File: config.mk
export PLATFORM = sky130hd
export DESIGN_NAME = core_ctrl
export DESIGN_NICKNAME = d
export VERILOG_FILES = /design/src/rtl/core_ctrl_pkg.sv /design/src/rtl/core_ctrl_instr_decode.sv /design/src/rtl/core_ctrl.sv
export SDC_FILE = /design/constraint.sdc
export NUM_CORES = 1
export LEC_CHECK = 0
export CAP_MARGIN = 10
export CORE_AREA = 2 2 115 117
export CTS_CLUSTER_SIZE = 8
export DETAILED_ROUTE_END_ITERATION = 10
export DIE_AREA = 0 0 117 119
export HOLD_SLACK_MARGIN = 0.12
export PLACE_DENSITY = 0.8
export SYNTH_ARGS = -nofsm -noshare
export SYNTH_HDL_FRONTEND = slang
export SYNTH_SLANG_ARGS = --single-unit
File: constraint.sdc
create_clock -name clock -period 2.8 [get_ports clock]
set_clock_uncertainty 0.2 [all_clocks]
set_input_delay 0.28 -clock clock [delete_from_list [all_inputs] [get_ports clock]]
set_output_delay 0.28 -clock clock [all_outputs]
set_load 0.02 [all_outputs]
File: src/rtl/core_ctrl_pkg.sv
// Shared constants and types for the core_ctrl sequencer and its decoder.
package core_ctrl_pkg;

  localparam logic [6:0] OP_R   = 7'b0110011;
  localparam logic [6:0] OP_I   = 7'b0010011;
  localparam logic [6:0] OP_S   = 7'b0100011;
  localparam logic [6:0] OP_SYS = 7'b1110011;

  localparam logic [2:0] F3_SB = 3'd0;
  localparam logic [2:0] F3_SH = 3'd1;
  localparam logic [2:0] F3_SW = 3'd2;

  localparam logic [6:0] F7_BASE = 7'h00;
  localparam logic [6:0] F7_ALT  = 7'h20;

  localparam logic [3:0] MASK_NONE = 4'b0000;
  localparam logic [3:0] MASK_B    = 4'b0001;
  localparam logic [3:0] MASK_H    = 4'b0011;
  localparam logic [3:0] MASK_W    = 4'b1111;

  typedef enum logic [2:0] {
    FETCH  = 3'd0,
    DECODE = 3'd1,
    EXEC   = 3'd2,
    STORE  = 3'd3,
    HALT   = 3'd4
  } state_e;

  // Byte-lane mask for a store width; lane shifting is left to the memory.
  function automatic logic [3:0] store_mask(input logic [2:0] f3);
    case (f3)
      F3_SB:   return MASK_B;
      F3_SH:   return MASK_H;
      default: return MASK_W;
    endcase
  endfunction

endpackage

File: src/rtl/core_ctrl_instr_decode.sv
// Combinational field extraction, immediate generation and legality check.
module instr_decode
  import core_ctrl_pkg::*;
(
  input  logic [31:0] instr,
  output logic [6:0]  opcode,
  output logic [2:0]  func3,
  output logic [6:0]  func7,
  output logic [4:0]  rd,
  output logic [4:0]  rs1,
  output logic [4:0]  rs2,
  output logic [31:0] imm,
  output logic        is_system,
  output logic        is_illegal
);

  // Split the word into fields and classify it by opcode.
  always_comb begin
    opcode     = instr[6:0];
    func3      = instr[14:12];
    func7      = instr[31:25];
    rd         = instr[11:7];
    rs1        = instr[19:15];
    rs2        = instr[24:20];
    imm        = '0;
    is_system  = 1'b0;
    is_illegal = 1'b0;
    case (instr[6:0])
      OP_R: begin
        if (instr[31:25] == F7_ALT) begin
          is_illegal = !((instr[14:12] == 3'd0) || (instr[14:12] == 3'd5));
        end else if (instr[31:25] != F7_BASE) begin
          is_illegal = 1'b1;
        end
      end
      OP_I: begin
        rs2 = '0;
        imm = {{20{instr[31]}}, instr[31:20]};
      end
      OP_S: begin
        rd         = '0;
        imm        = {{20{instr[31]}}, instr[31:25], instr[11:7]};
        is_illegal = (instr[14:12] > F3_SW);
      end
      OP_SYS: begin
        is_system = 1'b1;
      end
      default: begin
        is_illegal = 1'b1;
      end
    endcase
  end

endmodule

File: src/rtl/core_ctrl.sv
// Multi-cycle RV32 sequencer: fetch, decode, execute/store, halt.
// Decoded fields are captured as the instruction arrives so they are stable
// for the whole DECODE cycle, ahead of any strobe.
module core_ctrl
  import core_ctrl_pkg::*;
#(
  parameter logic [31:0] RESET_PC = 32'h0000_0000
) (
  input  logic        clock,
  input  logic        reset,
  output logic        imem_req,
  output logic [31:0] imem_addr,
  input  logic        imem_valid,
  input  logic [31:0] imem_rdata,
  output logic        reg_write,
  output logic [4:0]  rd,
  output logic [4:0]  rs1,
  output logic [4:0]  rs2,
  output logic [6:0]  opcode,
  output logic [2:0]  func3,
  output logic [6:0]  func7,
  output logic [31:0] imm,
  output logic [3:0]  mem_write_enable,
  output logic        store_enable,
  output logic [31:0] pc,
  output logic [31:0] retired,
  output logic        halt,
  output logic        illegal
);

  state_e      state_q, state_d;
  logic [31:0] pc_q, pc_d;
  logic [31:0] retired_q, retired_d;
  logic        imem_req_q, imem_req_d;
  logic        reg_write_q, reg_write_d;
  logic        store_enable_q, store_enable_d;
  logic [3:0]  mwe_q, mwe_d;
  logic        halt_q, halt_d;
  logic        illegal_q, illegal_d;
  logic [6:0]  opcode_q, opcode_d;
  logic [2:0]  func3_q, func3_d;
  logic [6:0]  func7_q, func7_d;
  logic [4:0]  rd_q, rd_d;
  logic [4:0]  rs1_q, rs1_d;
  logic [4:0]  rs2_q, rs2_d;
  logic [31:0] imm_q, imm_d;
  logic        dec_sys_q, dec_sys_d;
  logic        dec_ill_q, dec_ill_d;

  logic [6:0]  dc_opcode;
  logic [2:0]  dc_func3;
  logic [6:0]  dc_func7;
  logic [4:0]  dc_rd;
  logic [4:0]  dc_rs1;
  logic [4:0]  dc_rs2;
  logic [31:0] dc_imm;
  logic        dc_sys;
  logic        dc_ill;

  instr_decode u_decode (
    .instr      (imem_rdata),
    .opcode     (dc_opcode),
    .func3      (dc_func3),
    .func7      (dc_func7),
    .rd         (dc_rd),
    .rs1        (dc_rs1),
    .rs2        (dc_rs2),
    .imm        (dc_imm),
    .is_system  (dc_sys),
    .is_illegal (dc_ill)
  );

  // Next-state and next-output logic; strobes default low every cycle.
  always_comb begin
    state_d        = state_q;
    pc_d           = pc_q;
    retired_d      = retired_q;
    imem_req_d     = imem_req_q;
    reg_write_d    = 1'b0;
    store_enable_d = 1'b0;
    mwe_d          = MASK_NONE;
    halt_d         = halt_q;
    illegal_d      = illegal_q;
    opcode_d       = opcode_q;
    func3_d        = func3_q;
    func7_d        = func7_q;
    rd_d           = rd_q;
    rs1_d          = rs1_q;
    rs2_d          = rs2_q;
    imm_d          = imm_q;
    dec_sys_d      = dec_sys_q;
    dec_ill_d      = dec_ill_q;
    case (state_q)
      FETCH: begin
        imem_req_d = 1'b1;
        if (imem_valid) begin
          imem_req_d = 1'b0;
          opcode_d   = dc_opcode;
          func3_d    = dc_func3;
          func7_d    = dc_func7;
          rd_d       = dc_rd;
          rs1_d      = dc_rs1;
          rs2_d      = dc_rs2;
          imm_d      = dc_imm;
          dec_sys_d  = dc_sys;
          dec_ill_d  = dc_ill;
          state_d    = DECODE;
        end
      end
      DECODE: begin
        if (dec_ill_q) begin
          halt_d    = 1'b1;
          illegal_d = 1'b1;
          state_d   = HALT;
        end else if (dec_sys_q) begin
          halt_d  = 1'b1;
          state_d = HALT;
        end else begin
          reg_write_d = (opcode_q != OP_S);
          state_d     = EXEC;
        end
      end
      EXEC: begin
        if (opcode_q == OP_S) begin
          store_enable_d = 1'b1;
          mwe_d          = store_mask(func3_q);
          state_d        = STORE;
        end else begin
          pc_d       = pc_q + 32'd4;
          retired_d  = retired_q + 32'd1;
          imem_req_d = 1'b1;
          state_d    = FETCH;
        end
      end
      STORE: begin
        pc_d       = pc_q + 32'd4;
        retired_d  = retired_q + 32'd1;
        imem_req_d = 1'b1;
        state_d    = FETCH;
      end
      HALT: begin
        imem_req_d = 1'b0;
      end
      default: begin
        state_d = HALT;
      end
    endcase
  end

  // State register; reset clears every strobe immediately.
  always_ff @(posedge clock or negedge reset) begin
    if (!reset) begin
      state_q        <= FETCH;
      pc_q           <= RESET_PC;
      retired_q      <= '0;
      imem_req_q     <= 1'b0;
      reg_write_q    <= 1'b0;
      store_enable_q <= 1'b0;
      mwe_q          <= MASK_NONE;
      halt_q         <= 1'b0;
      illegal_q      <= 1'b0;
      opcode_q       <= '0;
      func3_q        <= '0;
      func7_q        <= '0;
      rd_q           <= '0;
      rs1_q          <= '0;
      rs2_q          <= '0;
      imm_q          <= '0;
      dec_sys_q      <= 1'b0;
      dec_ill_q      <= 1'b0;
    end else begin
      state_q        <= state_d;
      pc_q           <= pc_d;
      retired_q      <= retired_d;
      imem_req_q     <= imem_req_d;
      reg_write_q    <= reg_write_d;
      store_enable_q <= store_enable_d;
      mwe_q          <= mwe_d;
      halt_q         <= halt_d;
      illegal_q      <= illegal_d;
      opcode_q       <= opcode_d;
      func3_q        <= func3_d;
      func7_q        <= func7_d;
      rd_q           <= rd_d;
      rs1_q          <= rs1_d;
      rs2_q          <= rs2_d;
      imm_q          <= imm_d;
      dec_sys_q      <= dec_sys_d;
      dec_ill_q      <= dec_ill_d;
    end
  end

  assign imem_req         = imem_req_q;
  assign imem_addr        = pc_q;
  assign pc               = pc_q;
  assign retired          = retired_q;
  assign reg_write        = reg_write_q;
  assign store_enable     = store_enable_q;
  assign mem_write_enable = mwe_q;
  assign halt             = halt_q;
  assign illegal          = illegal_q;
  assign opcode           = opcode_q;
  assign func3            = func3_q;
  assign func7            = func7_q;
  assign rd               = rd_q;
  assign rs1              = rs1_q;
  assign rs2              = rs2_q;
  assign imm              = imm_q;

endmodule

Word-level counts from Yosys, hierarchy flattened
Index checks and enable logic that the tools add are counted.
Widths: inputs -> output; s select.
{"block": "word_totals", "inputBits": 35, "elab_cells": 82, "regBits": 142}
{"block": "op_classes", "n_eq_ne": 15, "n_lt_le_gt_ge": 1, "bitwise": 1, "addsub": 2, "mux": 29, "reduce_logical": 16}
{"cell": "$pmux 32 s2", "count": 3}
{"cell": "$mux 32", "count": 2}
{"cell": "$add 32x1->32 const B", "count": 1}
{"cell": "$add 32x3->32 const B", "count": 1}
{"cell": "$eq 7x6->1 const B", "count": 4}
{"cell": "$pmux 3 s5", "count": 1}
{"cell": "$mux 1", "count": 12}
{"cell": "$reduce_and 2->1", "count": 6}
{"cell": "$mux 5", "count": 2}
{"cell": "$logic_not 3->1", "count": 3}
{"cell": "$mux 3", "count": 3}
{"cell": "$mux 4", "count": 2}
{"cell": "$pmux 4 s2", "count": 1}
{"cell": "$eq 7x5->1 const B", "count": 1}
{"cell": "$eq 7x7->1 const B", "count": 1}
{"cell": "$ne 7x6->1 const B", "count": 1}
{"cell": "$reduce_bool 7->1", "count": 1}
{"cell": "$eq 3x1->1 const B", "count": 2}
{"cell": "$eq 3x2->1 const B", "count": 2}
{"cell": "$eq 3x3->1 const B", "count": 2}
{"cell": "$ne 2x2->1 const B", "count": 2}
{"cell": "$pmux 1 s4", "count": 1}
{"cell": "$reduce_bool 2->1", "count": 2}
{"cell": "$reduce_bool 4->1", "count": 1}
{"cell": "other kinds (7)", "count": 7}

Depth between registers and ports, before layout
{"block": "logic_depth", "ltp_word": 5, "depth_mapped": 7}

Hierarchy
Synthesis repeated with hierarchy kept, for this count alone.
{"block": "hier_totals", "cells_unflattened": 558, "area_unflattened_um2": 6647.6}
{"module": "core_ctrl", "instances": 1, "area_per_inst_um2": 6002.0, "seq_area_each_um2": 3453.3, "cells_per_inst": 468}
{"module": "instr_decode", "instances": 1, "area_per_inst_um2": 645.6, "seq_area_each_um2": 0.0, "cells_per_inst": 90}

Worst setup path after synthesis
OpenSTA, ideal clock, no wires.
{"block": "synth_timing", "kind": "register to register", "start": "register opcode_q[0] (netlist: opcode[0])", "end": "register pc_q[19] (netlist: imem_addr[19])", "t_arrival_ns": 1.871, "path_stages_with_launch": 6, "required_ns": 2.468, "path_slack_ns": 0.596, "cell_sequence": "dfrtp_1 nor4bb_1 buf_6 a2111oi_4 or4b_1 xnor2_1"}
{"block": "synth_between", "elab_chain_len": 3}
{"item": "start, declared", "line": "core_ctrl.sv:40", "rtl": "logic [6:0] opcode_q, opcode_d;"}
{"item": "start signal, assigned", "line": "core_ctrl.sv:181", "rtl": "opcode_q <= opcode_d;"}
{"item": "$eq 7x6->1", "line": "core_ctrl.sv:124", "rtl": "if (opcode_q == OP_S) begin"}
{"item": "$ne 2x2->1 (no line)"}
{"item": "$reduce_and 2->1 (no line)"}
{"item": "end signal, assigned", "line": "core_ctrl.sv:173", "rtl": "pc_q <= pc_d;"}
{"item": "end, declared", "line": "core_ctrl.sv:32", "rtl": "logic [31:0] pc_q, pc_d;"}
Every way passes these cells.
A chain may end at the register's enable or synchronous reset.

==> results by group <==
Worst setup path
  – CP startpoint: imm[30]$_DFFE_PN0P_
  – Setup crit start kind: flip-flop
  – R2r startpoint: opcode[0]$_DFFE_PN0P_
  – Worst path cell trace: clkdlybuf4s50_1
  – Worst setup path endpoint: imm[29]
  – Worst reg2reg endpoint: imem_addr[19]$_DFFE_PN0P_
  – Setup CP Type: flip-flop to output pin
  – FF-to-FF path depth: 6
  – CP Capture Type: output pin
  – CP required: 2.32 ns
  – Cell family with most CP delay: flip-flops
  – Arrival time worst endpoint: 1.87 ns
  – CP bufs+invs: 1
  – CP max-delay cell: dfrtp_1
  – CP max stage delay: 0.73 ns
  – Worst-path fanout max: 22
  – Worst path depth: 1
  – Reg2reg setup slack: 0.49 ns

Drt
  – Vias/cell: 5.211
  – WL/cell: 16.39 µm
  – DRT iter0 DRCs: 322
  – DRC errors left: 0
  – TritonRoute pass-1 iters: 4
  – Post-route ant nets: 0
  – Routed Wire Length: 14.71 mm
  – Via count: 4,674

Logic synthesis
  – Area leader, netlist: dfrtp_1
  – Share of the synthesized area in the top cell type: 52.55%
  – Avg Inst Size Synth: 10.35 µm²
  – Synth top area cells: dfrtp_1 (53%), buf_4 (7.5%), xnor2_1 (7.2%), nand2_1 (6.9%), nand4_1 (4.0%)
  – Post-synth EDFFs: 0
  – Yosys warning count: 0
  – Post-synth design cell area: 5619 µm²
  – Register bit total from synthesis: 118
  – Syn Inst Count: 543
  – Post-synthesis async set-or-reset flop share: 100.0%
  – Cell with the most instances after synthesis: dfrtp_1
  – Synth top cells by count: dfrtp_1 (118), nand2_1 (104), buf_4 (56)
  – Primary FF master, synth: dfrtp_1
  – Sequential share of the synthesized area: 52.55%
  – Cell variety after synth: 51

Floorplanning
  – Placement row count: 42
  – Starting density of the core: 43.64%
  – Boundary Pins: 204
  – Die W: 117 µm
  – Die area: 13,920 µm²
  – Core box area: 12,870 µm²
  – Die height: 119 µm

Worst hold path
  – HP Class: primary input to flip-flop
  – Hold path depth: 3

CTS
  – CTS clk-pin slew, worst paths: 0.06 ns
  – CTS tree: done
  – TritonCTS buffer count: 17
  – Clock tree buffer depth: 2
  – Worst skew pair latency: 0.41 ns
  – CTS Sinks: 118
  – H-tree levels: 4
  – Clk root buf: clkbuf_16

Finish
  – Layout Nets: 745
  – Final Util: 62.84%
  – Fraction of layout cells with a size suffix above 1: 8.322%
  – Final Non-Filler Cells: 897
  – Antenna fix cells: 0
  – Layout area overhead: 43.98%

GRT
  – Total GRT Usage: 21.45%
  – First-pass GRT wire length: 23.25 mm
  – Largest net degree at the start of global routing: 51
  – Overflow after GRT: 0
  – Vias in the first global route: 4,585
  – Initial antenna violation count: 0

STA
  – FMAX: 424.9 MHz
  – Worst hold margin: 0.2002 ns
  – Worst Tran Pin Value: 0.6569 ns
  – Unrepaired setup endpoints after global routing: no
  – Final setup TNS: 0 ns
  – Final hold violation count: 0
  – Fin crit share: 84.05%
  – Max-slew violations: 0
  – Min Tclk post-route: 2.354 ns
  – Setup-failing EPs final: 0
  – Slew headroom: 56.20%

Placed design
  – HPWL after DPL: 10.64 mm
  – I/O Buffers: 199
  – Placed insts: 864
  – Routability Congestion: 0.8490

Pwr
  – Power Dens Cells: 691.0 nW/µm²
  – Peak VDD IR: 0.4942 mV
  – Pleak: 3.421 nW
  – Total chip power: 0.005591 W

Run status
  – Status: completed

Flow run
  – Maxcap violations: 0
## power by group
part | leakage (nW) | switching, W | internal, W
Combinational | 1.58 | 0.000681 | 0.000635
Clock | 0.272 | 0.000802 | 0.00131
Sequential | 1.57 | 0.000211 | 0.00195
## worst min-delay path by stage
stage / startpoint / end
floorplan: reset / dec_ill_q$_DFFE_PN0P_
global placement: reset / retired[23]$_DFFE_PN0P_
detailed placement: reset / retired[22]$_DFFE_PN0P_
CTS: imem_rdata[17] / rs1[2]$_DFFE_PN0P_
global route: imem_rdata[17] / rs1[2]$_DFFE_PN0P_
finish: imem_rdata[17] / rs1[2]$_DFFE_PN0P_
## kinds of logic after synthesis
kind of cell               count (synthesis)  synth area share (%)
buffers and inverters                     79                 9.174
DFF                                      118                 52.55
AOI/OAI and AO/OA                         53                 7.704
and+or+nand+nor                          229                 20.55
xor gates and xnor gates                  61                 9.508
adders and majority gates                  2                0.4453
other                                      1               0.06674
## layer usage
| metal | track usage (%) | vias to the layer above | share of wire [%] | wire (µm) |
|---|---|---|---|---|
| li1 | - | 2167 | - | - |
| met5 | 0 | - | 0 | 0 |
| met1 | 28.16 | 2267 | 43 | 6335 |
| met3 | 5.344 | 25 | 7.0 | 1027 |
| met4 | 8.015 | 0 | 1.8 | 263 |
| met2 | 34.25 | 215 | 48 | 7078 |
## registers in the layout (all words and copies together), names as in the netlist
name,cells
mem_write_enable,2
retired,32
imem_req,1
reg_write,1
state_q,3
dec_sys_q,1
store_enable,1
func3,3
rs1,5
imm,12
illegal,1
dec_ill_q,1
rd,5
func7,7
imem_addr,30
rs2,5
halt,1
opcode,7
## what timing repair did
action,4_1_cts,5_1_grt
gates resized for setup,0,0
hold buffers,1,0
hold endpoints to repair,48,0
setup buffers,0,0
## layout by cell type, fill, tap and decap left out, types with 3 or more instances in the layout
master             n
o31ai_1            6
nand3_1           14
clkbuf_16         17
dfrtp_1          118
a22o_1            17
clkinvlp_4         5
clkdlybuf4s50_1  198
xor2_1            15
a21oi_1            3
and3_1             9
conb_1             4
nand2_1          104
nor2b_1            4
nor4_1             7
nand2b_1           4
and4_1             3
inv_1              6
clkinv_2           3
a211oi_1           5
clkinv_4           3
nor4b_1            3
nor3_1             9
nand4_1           36
and2_1             6
a22oi_1            6
xnor2_1           46
buf_4             16
o21ai_0            3
nor2_1            16
## final cells by class
| type | instances | area, µm² |
|---|---|---|
| inverters | 6 | 22.52 |
| multi-input cells | 349 | 2181 |
| well taps | 176 | 220.2 |
| clock inverters | 15 | 156.4 |
| fillers | 1037 | 4785 |
| flip-flops and latches | 118 | 2953 |
| repair buffers | 216 | 2132 |
| clock buffers | 17 | 425.4 |
## per-stage QoR
| step | worst slack, ns | instance area (µm²) |
|---|---|---|
| detailed placement | 0.3332 | 7498 |
| floorplan | 0.5962 | 5630 |
| CTS | 0.3964 | 8090 |
| finish | 0.4465 | 8090 |
| global placement | 0.5081 | 7498 |
| global route | 0.3302 | 8090 |
No activity file was read; power rests on OpenSTA's default activity.
==> variant 1 (config.mk and constraints unchanged) <==
The 5 states of `state_e` get a one-hot encoding in 5 bits.
--- a/src/rtl/core_ctrl_pkg.sv
+++ b/src/rtl/core_ctrl_pkg.sv
@@ -20,8 +20,8 @@
 
-  typedef enum logic [2:0] {
-    FETCH  = 3'd0,
-    DECODE = 3'd1,
-    EXEC   = 3'd2,
-    STORE  = 3'd3,
-    HALT   = 3'd4
+  typedef enum logic [4:0] {
+    FETCH  = 5'b00001,
+    DECODE = 5'b00010,
+    EXEC   = 5'b00100,
+    STORE  = 5'b01000,
+    HALT   = 5'b10000
   } state_e;
Behaviour: no difference found for any inputs over 10 cycles, from zero or initial values and one cycle with reset low; not proved beyond that.
==> variant 1 against the original RTL <==
  * Final area is 0.36% higher
  * First-iteration DRC count fell by 16%
  * Worst setup slack got worse by 0.044 ns
  * Wire length decreased by 3.4%
  * Hold slack lost 0.0064 ns
  * Area after synthesis up 1.0%
  * Sequential cell count rose by 2
  * Critical path type is now reg2reg
Power is not compared: it rests on default switching activity, and its combinational part moved more than twofold at a synthesized area within 25%.
==> variant 1: results <==
{
  "status": "complete, no violations",
  "synth_common_cells": "dfrtp_1 (119), nand2_1 (112), buf_4 (57)",
  "wl_per_cell_microns": 15.86,
  "grt_pass1_vias": 4548,
  "ys_seq_area_share_pct": 52.92,
  "crit_arrival_ns": 2.48,
  "grt_util_all_layers_pct": 21.37,
  "grtUsageMet1_pct": 26.42,
  "grt_pass1_wl_microns": 23130,
  "slowest_delay_ns": 0.63,
  "startpoint": "opcode[2]",
  "synthArstFlopShare_pct": 100.0,
  "synth_compound_area_share_pct": 6.061,
  "grt_max_degree": 81,
  "fin_nets": 744,
  "drive_above_1_share_pct": 8.056,
  "met3_usage_pct": 7.990,
  "final_area_sq_um": 8119,
  "synth_mux_area_share_pct": 0.3527,
  "grt.met2_usage_pct": 34.18,
  "yosys-top-cells-area": "dfrtp_1 (52%), buf_4 (7.5%), nand2_1 (7.4%)",
  "slew-limit-headroom_pct": 53.37,
  "yosysUniqueCellTypes": 54,
  "dp_slack_ns": 0.4075,
  "worstPathMaxFanout": 26,
  "avgViaCountPerCell": 5.088,
  "hold_path.class": "in2async",
  "vias": 4559,
  "place_inst": 863
}
[variant 1: changes by cell type after synthesis, moves of 9 or more]
cell | unedited run | this run
nand4_1 | 36 | 20
nand3_1 | 14 | 27
o21ai_1 | 0 | 10
xor2_1 | 15 | 25
xnor2_1 | 46 | 37
[variant 1: worst max-delay path, delay by kind of cell (launching register included)]
family          cells  cell delay, ns
compound gates      1            0.25
xor+xnor            1            0.16
buf+inv             1            0.20
flops               1            0.39
simple gates        3            1.05
[variant 1: path summary, 6_finish.rpt]
kind / endpoint / slack, ns / cells after the start
setup reg to reg: imem_addr[12] / 0.40 / 6
setup / recovery: imem_addr[12] / 0.40 / 6
min in group clock: rs1[1] / 0.20 / 3
hold / removal: retired[31] / 0.19 / 2
hold reg to reg: retired[31] / 0.27 / 1
max in group asynchronous: state_q[0] / 1.38 / 3
[variant 1: metal layers]
layer | part of all wire, % | wire (microns) | up-vias
li1 | - | - | 2142
met2 | 48 | 6832 | 216
met4 | 1.2 | 170 | 0
met1 | 41 | 5878 | 2183
met3 | 9.4 | 1331 | 18
met5 | 0 | 0 | -
[variant 1: layout make-up]
class	instances	area [sq um]
clock inverter	7	115.1
sequential	120	3004
tap	176	220.2
fill	1017	4756
clock buffer	25	495.5
timing repair buffer	212	2115
inverter	3	11.26
multi-input combinational	353	2158
[variant 1: power groups by stage]
| stage | Sequential, mW | Clock [mW] | Combinational [mW] |
|---|---|---|---|
| 5_1_grt | 1.73 | 2.36 | 0.128 |
| 3_5_place_dp | 1.77 | 0 | 0.115 |
| 4_1_cts | 1.74 | 2.28 | 0.117 |
| 3_3_place_gp | 1.77 | 0 | 0.113 |
| 6_report | 1.74 | 2.24 | 0.114 |
| 2_1_floorplan | 1.77 | 0 | 0.0196 |
==> variant 2 (config.mk and constraints unchanged) <==
Made on the original files. Put one more register stage on the output `rs1`, with the module's reset. The value now appears one clock later. The other outputs are not delayed to match.
--- a/src/rtl/core_ctrl.sv
+++ b/src/rtl/core_ctrl.sv
@@ -29,2 +29,4 @@
 );
+
+  logic [4:0] rs1_c;
 
@@ -205,3 +207,3 @@
   assign rd               = rd_q;
-  assign rs1              = rs1_q;
+  assign rs1_c            = rs1_q;
   assign rs2              = rs2_q;
@@ -209,2 +211,10 @@
 
+  always_ff @(posedge clock or negedge reset) begin
+    if (!reset) begin
+      rs1 <= '0;
+    end else begin
+      rs1 <= rs1_c;
+    end
+  end
+
 endmodule
Check against the original RTL: not equivalent (a bounded check fails within 4 cycles, from zero or initial values and one cycle with reset low).
==> variant 2 against the original RTL <==
  * Area after synthesis shrank 0.73%
  * Final area shrank 0.91%
  * Non-clock buffer count down 4
  * Utilization is 0.57 points lower
  * Worst setup slack worse by 0.062 ns
  * Power up 3.3%
  * Sequential cell count is 5 higher
  * Register-to-register slack got worse by 0.11 ns
  * Combinational power up 6%
  * Die area did not move
  * Wire length fell by 5.6%
  * Sequential share of layout area rose by 1.9 points
  * Final cell count fell by 2.0%
  * Global-route usage down 0.77 points
  * Critical path type is now reg2reg
==> variant 2: results <==
{
  "post_cts_buffers": 0,
  "drt-total-wl_microns": 13880,
  "met3_usage_pct": 4.987,
  "worstPathMaxFanout": 9,
  "drt-met1-wl_microns": 5991,
  "cts_max_path_buffers": 2,
  "port_buffers": 199,
  "grtUsageMet1_pct": 27.48,
  "n_antenna_cell": 0,
  "grt.met2_usage_pct": 32.62,
  "pwr-share-seq_pct": 39.3,
  "leakagePower_nw": 3.507,
  "place.gp.congestion": 0.8138,
  "wl_met2_microns": 6925,
  "synth_compound_area_share_pct": 6.393,
  "clk_pin_slew_worst_paths_ns": 0.05,
  "wl_per_cell_microns": 15.79,
  "yosysUniqueCellTypes": 45,
  "drive_above_1_share_pct": 6.970,
  "clock_latency_ns": 0.40,
  "synth_common_cells": "dfrtp_1 (123), nand2_1 (110), buf_4 (56)",
  "placed_cell_area_sq_um": 7428,
  "avgViaCountPerCell": 4.987,
  "ir_drop_mv": 0.4626,
  "ctsHoldBuffers": 1,
  "grt_max_degree": 55,
  "yosys-top-cells-area": "dfrtp_1 (55%), buf_4 (7.5%), nand2_1 (7.4%)",
  "root_buffer": "clkbuf_16",
  "worst_pin_slew_ns": 0.8477,
  "dr.pass1.iters": 5,
  "largest_reg_flops": 32,
  "dp_slack_ns": -0.0009255,
  "power_frac_clock_pct": 36.5,
  "numCtsBuffers": 17,
  "grt_pass1_vias": 4407,
  "dr.first_iter.drc_count": 331,
  "cts_resized": 1,
  "ys_seq_area_share_pct": 55.18,
  "grt_util_all_layers_pct": 20.68,
  "synth_fa_ha_area_share_pct": 0.4486,
  "fin_nets": 728,
  "syn_avg_cell_area_sq_um": 10.60,
  "status": "complete, no violations",
  "synth_mux_area_share_pct": 0.5832,
  "antenna_found_initial": 0,
  "synth_xor_area_share_pct": 9.578,
  "p_seq_mw": 2.27,
  "top_layer": "met4",
  "cts_max_level": 4,
  "place_inst": 847,
  "hold_path.class": "in2async",
  "dp_hpwl_microns": 10110,
  "dr_wl_met3_microns": 698,
  "switching_share_pct": 28.85,
  "grt_pass1_wl_microns": 22520
}
-- variant 2: final cells by class --
| cell class | instances | area, sq um |
|---|---|---|
| clock buffers | 23 | 478.0 |
| fillers | 1044 | 4858 |
| inverters | 5 | 18.77 |
| well taps | 176 | 220.2 |
| multi-input cells | 332 | 2027 |
| repair buffers | 212 | 2102 |
| flip-flops and latches | 123 | 3078 |
| clock inverters | 8 | 92.59 |
-- variant 2: worst max-delay path, cell delays in order (launching register included) --
cell and delay, ns:
dfrtp_1 0.44, ha_1 0.20, nand3_1 0.11, a211oi_2 0.65
and3_1 0.39, nand4_1 0.15, xnor2_1 0.15
-- variant 2: path summary, 6_finish.rpt --
path	cells after the start	end	startpoint	slack, ns
setup / recovery	6	imem_addr[24]	imem_addr[2]	0.38
min in group clock	0	rs1[0]	rs1_c[0]	0.17
max in group asynchronous	3	rs1[2]	reset	1.39
hold / removal	2	imem_addr[16]	reset	0.17
hold reg to reg	0	rs1[0]	rs1_c[0]	0.17
setup reg to reg	6	imem_addr[24]	imem_addr[2]	0.38
